**src/rtl/adc_pkg.sv**
```systemverilog
// Shared definitions for the ADC sample FIFO read side: state encodings,
// frame length default and byte-lane positions within a FIFO word.
package adc_pkg;

  localparam int NUM_SPL_DEF = 32;

  // Upper byte lane carries chip A, lower byte lane carries chip B.
  localparam int HI_MSB = 15;
  localparam int HI_LSB = 8;
  localparam int LO_MSB = 7;
  localparam int LO_LSB = 0;

  typedef enum logic [15:0] {
    S_IDLE = 16'h0001,
    S_WAIT = 16'h0002,
    S_CHK0 = 16'h0004,
    S_RD0  = 16'h0008,
    S_HI   = 16'h0010,
    S_CHK1 = 16'h0020,
    S_RD1  = 16'h0040,
    S_LO   = 16'h0080,
    S_SEND = 16'h0100,
    S_DONE = 16'h0200
  } state_t;

  function automatic int cnt_width(input int n);
    return (n > 1) ? $clog2(n) : 1;
  endfunction

endpackage

```
**src/rtl/fifo2spl.sv**
```systemverilog
// Drains NUM_SPL sample pairs from the byte-lane FIFOs per frame, rebuilds the
// 16-bit chip A / chip B samples and offers them on a valid/ready stream.
module fifo2spl
  import adc_pkg::*;
#(
  parameter int NUM_SPL = NUM_SPL_DEF
) (
  input  logic        clk,
  input  logic        rst,
  input  logic        fs,
  output logic        fd,
  input  logic [3:0]  fifo_empty,
  output logic [1:0]  fifo_rxen,
  input  logic [15:0] fifo_rxd,
  output logic        spl_valid,
  input  logic        spl_ready,
  output logic        spl_last,
  output logic [15:0] spl_rxda,
  output logic [15:0] spl_rxdb
);

  localparam int            CW       = cnt_width(NUM_SPL);
  localparam logic [CW-1:0] CNT_LAST = CW'(NUM_SPL - 1);

  state_t        state_reg;
  state_t        state_next;
  logic [15:0]   hi_reg;
  logic [15:0]   lo_reg;
  logic [CW-1:0] cnt_reg;
  logic          rd_ok;
  logic          cnt_at_last;

  assign rd_ok       = ~|fifo_empty;
  assign cnt_at_last = (cnt_reg == CNT_LAST);

  always_ff @(posedge clk or negedge rst) begin
    if (!rst) begin
      state_reg <= S_IDLE;
    end else begin
      state_reg <= state_next;
    end
  end

  always_comb begin
    state_next = state_reg;
    case (state_reg)
      S_IDLE: state_next = S_WAIT;
      S_WAIT: if (fs) state_next = S_CHK0;
      S_CHK0: if (rd_ok) state_next = S_RD0;
      S_RD0:  state_next = S_HI;
      S_HI:   state_next = rd_ok ? S_RD1 : S_CHK1;
      S_CHK1: if (rd_ok) state_next = S_RD1;
      S_RD1:  state_next = S_LO;
      S_LO:   state_next = S_SEND;
      S_SEND: if (spl_ready) state_next = cnt_at_last ? S_DONE : S_CHK0;
      // A frame start needs fs to be seen low first, so a held fs parks here.
      S_DONE: if (!fs) state_next = S_WAIT;
      default: state_next = S_IDLE;
    endcase
  end

  always_comb begin
    fd        = 1'b0;
    fifo_rxen = 2'b00;
    spl_valid = 1'b0;
    spl_last  = 1'b0;
    case (state_reg)
      S_RD0, S_RD1: fifo_rxen = 2'b11;
      S_SEND: begin
        spl_valid = 1'b1;
        spl_last  = cnt_at_last;
      end
      S_DONE: fd = 1'b1;
      default: ;
    endcase
  end

  // One-cycle read latency: the word requested in RD0/RD1 is on fifo_rxd in HI/LO.
  always_ff @(posedge clk or negedge rst) begin
    if (!rst) begin
      hi_reg  <= '0;
      lo_reg  <= '0;
      cnt_reg <= '0;
    end else begin
      if (state_reg == S_HI) hi_reg <= fifo_rxd;
      if (state_reg == S_LO) lo_reg <= fifo_rxd;
      if (state_reg == S_SEND && spl_ready) begin
        cnt_reg <= cnt_at_last ? '0 : cnt_reg + CW'(1);
      end
    end
  end

  assign spl_rxda = {hi_reg[HI_MSB:HI_LSB], lo_reg[HI_MSB:HI_LSB]};
  assign spl_rxdb = {hi_reg[LO_MSB:LO_LSB], lo_reg[LO_MSB:LO_LSB]};

endmodule

```
**config.mk**
```make
export PLATFORM = sky130hd
export DESIGN_NAME = fifo2spl
export DESIGN_NICKNAME = d
export VERILOG_FILES = /design/src/rtl/adc_pkg.sv /design/src/rtl/fifo2spl.sv
export SDC_FILE = /design/constraint.sdc
export NUM_CORES = 1
export LEC_CHECK = 0
export BUFFER_PORTS_ARGS = -buffer_cell sky130_fd_sc_hd__buf_2
export CORE_UTILIZATION = 55
export DETAILED_ROUTE_END_ITERATION = 16
export GPL_TIMING_DRIVEN = 0
export PLACE_DENSITY = 0.84
export SETUP_SLACK_MARGIN = 0.3
export SYNTH_ARGS = -nofsm -noshare
export SYNTH_HDL_FRONTEND = slang
export SYNTH_SLANG_ARGS = --single-unit
```
**constraint.sdc**
```tcl
create_clock -name clk -period 3.4 [get_ports clk]
set_input_delay 0.34 -clock clk [delete_from_list [all_inputs] [get_ports clk]]
set_output_delay 0.34 -clock clk [all_outputs]
set_load 0.01 [all_outputs]
```
==> results of run 1 <==
[cells in the final DEF (no fill, tap or decap), types with 2 or more instances in the layout]
cell type / instances
or4_1: 2
xor2_1: 4
and3_1: 4
mux2_4: 9
nor2_1: 10
clkbuf_8: 5
buf_2: 61
a21o_1: 2
ha_1: 2
o21ai_0: 4
inv_1: 5
dfrtp_1: 46
nand3_1: 2
bufinv_16: 2
nor4b_1: 3
and4b_1: 2
clkbuf_1: 3
nand2_1: 2
nor4_1: 2
nand4_1: 2
nor3_1: 5
buf_6: 3
mux2_2: 24
[critical path, stage by stage (launching register included)]
cell and delay, ps:
dfrtp_1 370, clkbuf_1 210, nor4_1 680, nand2_1 220, nor3_1 290, buf_2 180
[kinds of logic (layout without fill, tap and decap cells)]
kind of cell / after synthesis / after routing / share of synthesized area, %
compound gates: 15 / 15 / 4.971
xor+xnor: 5 / 5 / 2.047
fa+ha+maj: 2 / 2 / 1.169
buf+inv: 13 / 81 / 4.328
flops: 47 / 47 / 55.03
mux: 34 / 34 / 19.47
simple gates: 42 / 42 / 12.98
[report_power, final]
part,leakage [uW],switching [uW],internal (uW)
sequential,0.000614,18.1,590
clock,0.0000654,186,294
combinational,0.000702,124,97.5
[path summary, 6_finish.rpt]
check | cells after the start | from | endpoint
min in group clk | 2 | fifo_rxd[6] | hi_reg[6]$_DFFE_PN0N_
max | 5 | state_reg[4]$_DFFE_PN0P_ | fd
max reg2reg | 7 | state_reg[1]$_DFFE_PN0P_ | lo_reg[7]$_DFFE_PN0P_
min | 1 | rst | state_reg[1]$_DFFE_PN0P_
max in group asynchronous | 1 | rst | hi_reg[5]$_DFFE_PN0N_
min reg2reg | 1 | hi_reg[6]$_DFFE_PN0N_ | hi_reg[6]$_DFFE_PN0N_
[cell type report]
| class | instances | area [sq um] | share of cell area, % |
|---|---|---|---|
| Inverter | 5 | 18.77 | 0.7129 |
| Clock inverter | 2 | 60.06 | 2.281 |
| Timing Repair Buffer | 60 | 300.3 | 11.41 |
| Tap cell | 48 | 60.06 | 2.281 |
| Clock buffer | 6 | 72.57 | 2.757 |
| Buffer | 8 | 73.82 | 2.804 |
| Multi-Input combinational cell | 98 | 869.6 | 33.03 |
| Sequential cell | 47 | 1177 | 44.72 |
[layer usage]
| layer | global-route usage, % | vias up | wire length, um |
|---|---|---|---|
| li1 | - | 704 | - |
| met1 | 26.83 | 725 | 1793 |
| met2 | 37.63 | 45 | 2082 |
| met3 | 6.786 | 8 | 194 |
| met4 | 7.778 | 0 | 59 |
| met5 | 0 | - | 0 |
[per-stage QoR]
stage | instances | cell area, sq um | setup WS [ps] | hold WS (ps) | total power, uW
floorplan | 158 | 2140 | 1274 | 44.41 | 771.8
global placement | 266 | 2500 | 1151 | 472.4 | 830.1
detailed placement | 266 | 2500 | 1153 | 481.5 | 837.1
CTS | 274 | 2633 | 816.8 | 238.1 | 1318
global route | 274 | 2633 | 624.2 | 265.0 | 1374
finish | 274 | 2633 | 803.8 | 203.3 | 1309
==> metrics.yaml, run 1 <==
clock_tree:
  cts-root-buf: "clkbuf_8"
  hold_buffers: 0
  cts_sinks: 47
  clock_latency_ps: 300
  cts_tree: "done"
  post_cts_buffers: 0
  clockBufferDepth: 2
  h-tree-depth: 2
  clkTransAtPathRegs_ps: 90
  cts_buffers: 5
  postCtsResizedCells: 0
yosys:
  synth.largest_area_cell: "dfrtp_1"
  syn_area_sq_um: 2140
  synthArstFlopShare_pct: 100.0
  synth_top_area_share_pct: 53.80
  ys_top_cells_by_count: "dfrtp_1, mux2_2, nor2_1, mux2_4"
  yosysMostFrequentCell: "dfrtp_1"
  syn_avg_cell_area_sq_um: 13.54
  yosysSeqAreaShare_pct: 55.03
  ys_ff_latch: 47
  syn-num-nets: 184
  synth_edf_count: 0
  synthCells: 158
  ys_top_cells_by_area: "dfrtp_1, mux2_2, mux2_4, nor2_1, xor2_1"
  synthFlopType: "dfrtp_1"
  synthDistinctLibCells: 43
  synth_warnings: 0
run_status:
  status: "complete, no violations"
route:
  drt_iter0_markers: 56
  vias: 1482
  drt_first_pass_iters: 4
  final_antenna_net_count: 0
  drc: 0
  drt-total-wl_um: 4129
  routedWlPerCell_um: 15.07
  viasPerCell: 5.409
timing:
  fmax_mhz: 385.2
  finalSetupTns_ps: 0
  tightest_slew_ps: 1019
  period_share_pct: 76.36
  slew_headroom_pct: 32.06
  slew_violations: 0
  post-route-min-period_ps: 2596
  fin_skew_ps: 6.259
  rsz0062_at_grt: "no"
  finalHoldViolations: 0
  setup_viol: 0
placement:
  numPortBuffers: 60
  place_hpwl_um: 2888
  gp_congestion: 0.7040
min_path:
  hp-class: "primary input to asynchronous set/reset pin"
pwr:
  p_leak_uw: 0.001382
  ir_drop_mv: 0.3584
  power_density_nw_per_um2: 497.4
critical_path:
  cp-end-kind: "output pin"
  r2r_slack_ps: 1120
  cp.required_ps: 3060
  crit_type: "flip-flop to output pin"
  path_max_fanout: 7
  arrival_ps: 2260
  startpoint_type: "flip-flop"
floorplanning:
  initial_core_util_pct: 58.01
  pin_count: 61
  die_h_um: 64.37
  dieArea_sq_um: 4144
  core_sq_um: 3689
  die_w_um: 64.37
  placementRows: 22
run:
  drv_cap: 0
grt:
  grt_max_degree: 48
  grt_pass1_wl_um: 7003
  grt.overflow.total: 0
  track_usage_pct: 22.29
  antenna_found_initial: 0
  grt_pass1_vias: 1522
finish:
  nets: 251
  synthToLayoutAreaGrowth_pct: 23.04
  post-route-util_pct: 71.37
  final_layout_size_suffix_gt1_share_pct: 49.12
  antenna_cells: 0
  fillers: 266
Note: power is estimated with default switching activity, not from simulation.
==> run 2: changes to the inputs <==
--- a/config.mk
+++ b/config.mk
@@ -6,10 +6,10 @@
 export NUM_CORES = 1
 export LEC_CHECK = 0
 export BUFFER_PORTS_ARGS = -buffer_cell sky130_fd_sc_hd__buf_2
-export CORE_UTILIZATION = 55
+export CORE_UTILIZATION = 51
 export DETAILED_ROUTE_END_ITERATION = 16
 export GPL_TIMING_DRIVEN = 0
-export PLACE_DENSITY = 0.84
+export PLACE_DENSITY = 0.79
 export SETUP_SLACK_MARGIN = 0.3
 export SYNTH_ARGS = -nofsm -noshare
 export SYNTH_HDL_FRONTEND = slang
==> constraint.sdc (replaced) <==
create_clock -name clk -period 2.7 [get_ports clk]
set_input_delay 0.27 -clock clk [delete_from_list [all_inputs] [get_ports clk]]
set_output_delay 0.27 -clock clk [all_outputs]
set_load 0.01 [all_outputs]
==> run 2 against run 1 <==
Sequential cell count stayed put; worst setup slack worse by 490 ps; global-route usage is 1.9 points lower; sequential power is 26% higher; first-iteration DRC count is 86% higher; clock skew is 5.0 ps higher; core utilization is 3.9 points lower; critical endpoint is now fifo_rxen[1]; largest cell class unchanged.
==> metrics.yaml, run 2 (same netlist as run 1, synthesis figures left out) <==
run_status:
  status: "complete, no violations"
placement:
  place_hpwl_um: 2855
  numPlacedInstances: 268
  numPortBuffers: 60
  pre_cts_ws_ps: 423.2
  gp_congestion: 0.7648
finish:
  final_common_cell: "buf_2"
  fillers: 308
  final_cell_mix: "buf_2, dfrtp_1, mux2_2"
  nets: 256
  final_cells: 280
  final_layout_size_suffix_gt1_share_pct: 52.61
  synthToLayoutAreaGrowth_pct: 26.20
  antenna_cells: 0
  post-route-util_pct: 67.50
grt:
  grt_max_degree: 48
  grt_pass1_vias: 1403
  grt_pass1_wl_um: 6686
  grt.overflow.total: 0
  antenna_found_initial: 0
  track_usage_pct: 20.40
critical_path:
  critPathTopFamily: "simple AND/OR/NAND/NOR gates"
  cp.required_ps: 2430
  max_stage_delay_ps: 600
  r2r_slack_ps: 370
  startpoint_type: "flip-flop"
  path_cells: "or4_4 > nor3_4 > and4b_1 > or2_4 > buf_4 > buf_2"
  rr_endpoint: "lo_reg[11]$_DFFE_PN0P_"
  cp-end-kind: "output pin"
  cp_slowest_cell: "or4_4"
  reg2reg_from: "state_reg[8]$_DFFE_PN0P_"
  arrival_ps: 2110
  endpoint: "fifo_rxen[1]"
  crit_type: "flip-flop to output pin"
  cp_num_buf_inv: 2
  crit_start: "state_reg[8]$_DFFE_PN0P_"
  reg2regPathDepth: 7
  path_max_fanout: 6
  critical_path_depth: 6
timing:
  rsz0062_at_grt: "yes"
  finalSetupTns_ps: 0
  fin_skew_ps: 11.24
  tightest_slew_ps: 1054
  slew_headroom_pct: 29.76
  fmax_mhz: 419.4
  hold_slack_ps: 156.9
  finalWorstSetupSlack_ps: 315.7
  slew_violations: 0
  setup_viol: 0
  post-route-min-period_ps: 2384
  finalHoldViolations: 0
  period_share_pct: 88.31
clock_tree:
  cts-root-buf: "clkbuf_8"
  cts_sinks: 47
  clockBufferDepth: 2
  clock_latency_ps: 300
  cts_buffers: 5
  h-tree-depth: 2
  cts_tree: "done"
  clkTransAtPathRegs_ps: 80
  hold_buffers: 0
route:
  drt_first_pass_iters: 6
  drt-total-wl_um: 4158
  final_antenna_net_count: 0
  drc: 0
  drt_iter0_markers: 104
  vias: 1487
  viasPerCell: 5.311
  routedWlPerCell_um: 14.85
pwr:
  p_leak_uw: 0.001406
  ir_drop_mv: 0.4197
  power_density_nw_per_um2: 592.1
floorplanning:
  die_h_um: 66.77
  pin_count: 61
  placementRows: 23
  die_w_um: 66.77
  dieArea_sq_um: 4458
  core_sq_um: 4000
  initial_core_util_pct: 53.49
run:
  drv_cap: 0
min_path:
  hp-class: "primary input to asynchronous set/reset pin"
## run 2: what timing repair did
| item | 4_1_cts | 5_1_grt |
|---|---|---|
| gates resized for setup | 6 | 3 |
| buffers inserted | 3 | 2 |
| cloned | 0 | 0 |
| pin swaps | 4 | 0 |
| endpoints found under the setup margin | 3 | 12 |
## run 2: stage by stage
stage                     instance area, sq um  power, uW
after detailed placement                  2502       1055
after global routing                      2700       1674
final                                     2700       1599
after floorplan                           2140      971.8
after CTS                                 2645       1603
after global placement                    2502       1046
## run 2: how the worst min path moves through the flow
stage | startpoint | to | depth (start not counted)
after floorplan | rst | cnt_reg[0]$_DFFE_PN0P_ | 0
after global placement | hi_reg[6]$_DFFE_PN0N_ | hi_reg[6]$_DFFE_PN0N_ | 1
after CTS | rst | hi_reg[0]$_DFFE_PN0N_ | 1
after detailed placement | hi_reg[12]$_DFFE_PN0N_ | hi_reg[12]$_DFFE_PN0N_ | 1
after global routing | fifo_rxd[3] | lo_reg[3]$_DFFE_PN0P_ | 2
final | rst | state_reg[3]$_DFFE_PN0P_ | 1
## run 2: final cells by class
type | instances | area, sq um | area share (%)
clock buffer | 5 | 68.82 | 2.549
clock inverter | 2 | 37.54 | 1.390
inverter | 5 | 18.77 | 0.6951
multi-input combinational | 98 | 889.6 | 32.95
tap | 50 | 62.56 | 2.317
timing repair buffer | 65 | 362.8 | 13.44
buffer | 8 | 82.58 | 3.058
sequential | 47 | 1177 | 43.61
## run 2: where the power goes
group / internal [uW] / switching [uW] / total (uW)
Combinational: 159 / 165 / 324
Sequential: 743 / 24.0 / 767
Clock: 271 / 236 / 507
## run 2: metal layers
metal  GRT usage [%]  routed length, um
met2           32.45               2082
met1           27.31               1868
met3           4.452                167
met5               0                  0
met4           7.181                 40
==> run 3: changes to the inputs <==
--- a/config.mk
+++ b/config.mk
@@ -5,8 +5,9 @@
 export SDC_FILE = /design/constraint.sdc
 export NUM_CORES = 1
 export LEC_CHECK = 0
+export ABC_AREA = 1
 export BUFFER_PORTS_ARGS = -buffer_cell sky130_fd_sc_hd__buf_2
-export CORE_UTILIZATION = 51
+export CORE_UTILIZATION = 52
 export DETAILED_ROUTE_END_ITERATION = 16
 export GPL_TIMING_DRIVEN = 0
 export PLACE_DENSITY = 0.79
==> run 3 against run 2 <==
Cell count up 34%; synthesized cell count up 63%; largest cell class unchanged; sequential cell count unchanged; highest routed layer unchanged; critical path type unchanged; first-iteration DRC count down 17%; non-clock buffer count down 6.
==> metrics.yaml, run 3 <==
yosys:
  synth_top_family_by_area: "simple AND/OR/NAND/NOR gates"
  ys_top_cells_by_count: "nand2_1, dfrtp_1, inv_1, o21ai_1, nor2_1"
  synth_top_area_share_pct: 50.91
  synthCells: 258
  syn_area_sq_um: 2261
  synth_warnings: 0
  synth_xor_area_share_pct: 0.3874
  synthDistinctLibCells: 27
  ys_top_cells_by_area: "dfrtp_1, nand2_1, inv_1, o21ai_1, o21ai_0"
  synth.largest_area_cell: "dfrtp_1"
  ys_ff_latch: 47
  synth_compound_area_share_pct: 9.795
  synthArstFlopShare_pct: 100.0
  synthSimpleGateAreaFrac_pct: 26.67
  yosysSeqAreaShare_pct: 52.08
  yosysMostFrequentCell: "nand2_1"
  syn-num-nets: 284
  syn_avg_cell_area_sq_um: 8.763
  synth_edf_count: 0
  synth_adder_area_share_pct: 1.107
  synthMuxAreaShare_pct: 0
  synthFlopType: "dfrtp_1"
run_status:
  status: "complete, no violations"
grt:
  grt_pass1_vias: 1724
  grt_max_degree: 48
  antenna_found_initial: 0
  grt_pass1_wl_um: 7769
  track_usage_pct: 22.91
  grt.overflow.total: 0
timing:
  finalWorstSetupSlack_ps: 808.9
  finalSetupTns_ps: 0
  fin_skew_ps: 5.637
  slew_headroom_pct: 31.36
  setup_viol: 0
  slew_violations: 0
  period_share_pct: 70.04
  finalHoldViolations: 0
  post-route-min-period_ps: 1891
  rsz0062_at_grt: "no"
  fmax_mhz: 528.8
  tightest_slew_ps: 1030
placement:
  numPortBuffers: 60
  gp_congestion: 0.7989
  pre_cts_ws_ps: 1134
  place_hpwl_um: 3405
clock_tree:
  h-tree-depth: 2
  cts-root-buf: "clkbuf_8"
  postCtsResizedCells: 0
  clkTransAtPathRegs_ps: 80
  clockBufferDepth: 2
  cts_tree: "done"
  hold_buffers: 0
  cts_buffers: 5
  clock_latency_ps: 300
  cts_sinks: 47
  post_cts_buffers: 0
route:
  drt_iter0_markers: 86
  vias: 1848
  drt_first_pass_iters: 4
  viasPerCell: 4.915
  routedWlPerCell_um: 12.31
  drc: 0
  drt-total-wl_um: 4630
  final_antenna_net_count: 0
critical_path:
  rr_endpoint: "state_reg[2]$_DFFE_PN0P_"
  cp-end-kind: "output pin"
  arrival_ps: 1620
  reg2regPathDepth: 9
  startpoint_type: "flip-flop"
  cp.required_ps: 2430
  path_max_fanout: 5
  crit_type: "flip-flop to output pin"
  r2r_slack_ps: 1170
  reg2reg_from: "state_reg[0]$_DFFE_PN1P_"
floorplanning:
  die_w_um: 67.94
  initial_core_util_pct: 55.33
  dieArea_sq_um: 4616
  pin_count: 61
  core_sq_um: 4086
  die_h_um: 67.94
  placementRows: 23
min_path:
  hp-class: "primary input to asynchronous set/reset pin"
pwr:
  power_density_nw_per_um2: 683.3
  ir_drop_mv: 0.4169
  p_leak_uw: 0.001536
finish:
  synthToLayoutAreaGrowth_pct: 21.25
  fillers: 362
  final_cell_mix: "buf_2, nand2_1, dfrtp_1"
  final_common_cell: "buf_2"
  antenna_cells: 0
  final_layout_size_suffix_gt1_share_pct: 30.98
  nets: 351
run:
  drv_cap: 0
[run 3: layout make-up]
type | count | area [sq um] | area share (%)
Tap cell | 50 | 62.56 | 2.282
Timing Repair Buffer | 60 | 300.3 | 10.95
Clock buffer | 6 | 82.58 | 3.012
Sequential cell | 47 | 1177 | 42.95
Clock inverter | 2 | 35.03 | 1.278
Inverter | 46 | 175.2 | 6.390
Multi-Input combinational cell | 158 | 858.3 | 31.31
Buffer | 7 | 50.05 | 1.826
[run 3: worst max path at each step]
stage               slack (ps)           end  depth (start not counted)                startpoint
floorplan                 1270  fifo_rxen[1]                          6  state_reg[1]$_DFFE_PN0P_
global placement          1140  fifo_rxen[1]                          7  state_reg[2]$_DFFE_PN0P_
detailed placement        1130  fifo_rxen[1]                          7  state_reg[2]$_DFFE_PN0P_
CTS                        800  fifo_rxen[1]                          7  state_reg[2]$_DFFE_PN0P_
global route               620      spl_last                          7    cnt_reg[0]$_DFFE_PN0P_
finish                     810  fifo_rxen[1]                          7  state_reg[2]$_DFFE_PN0P_
[run 3: routing by layer]
layer	wire length [um]	share of wire, %	track usage, %	up-vias
met5	0	0	0	-
met3	221	4.8	6.833	7
met2	2309	50	37.62	41
li1	-	-	-	925
met4	59	1.3	7.552	0
met1	2039	44	28.68	875
[run 3: report_power, final]
group,leakage [uW],internal (uW),switching (uW)
Sequential,0.000477,802,59.3
Clock,0.0000612,299,230
Combinational,0.000998,186,297
Total,0.00154,1290,586
[run 3: logic make-up (layout without fill, tap and decap cells)]
| kind of cell | after synthesis | count (layout) |
|---|---|---|
| DFF | 47 | 47 |
| buffers and inverters | 53 | 121 |
| AOI/OAI and AO/OA | 42 | 42 |
| xor gates and xnor gates | 1 | 1 |
| adders and majority gates | 2 | 2 |
| and+or+nand+nor | 113 | 113 |
[run 3: stage by stage]
stage	std cells	util [%]	power [uW]	instance area [sq um]	hold slack (ps)
floorplan	258	-	1193	2261	-25.59
global placement	368	64.21	1338	2624	462.4
detailed placement	368	64.21	1354	2624	473.4
CTS	376	67.09	1883	2741	167.7
global route	376	67.09	1986	2741	216.8
finish	376	67.09	1873	2741	143.2
[run 3: worst max-delay path, stage by stage (launching register included)]
cell	delay (ps)
dfrtp_1	440
nor2_2	200
nand2_4	100
inv_2	120
nand3_1	130
nand2_1	120
buf_4	100
buf_2	110
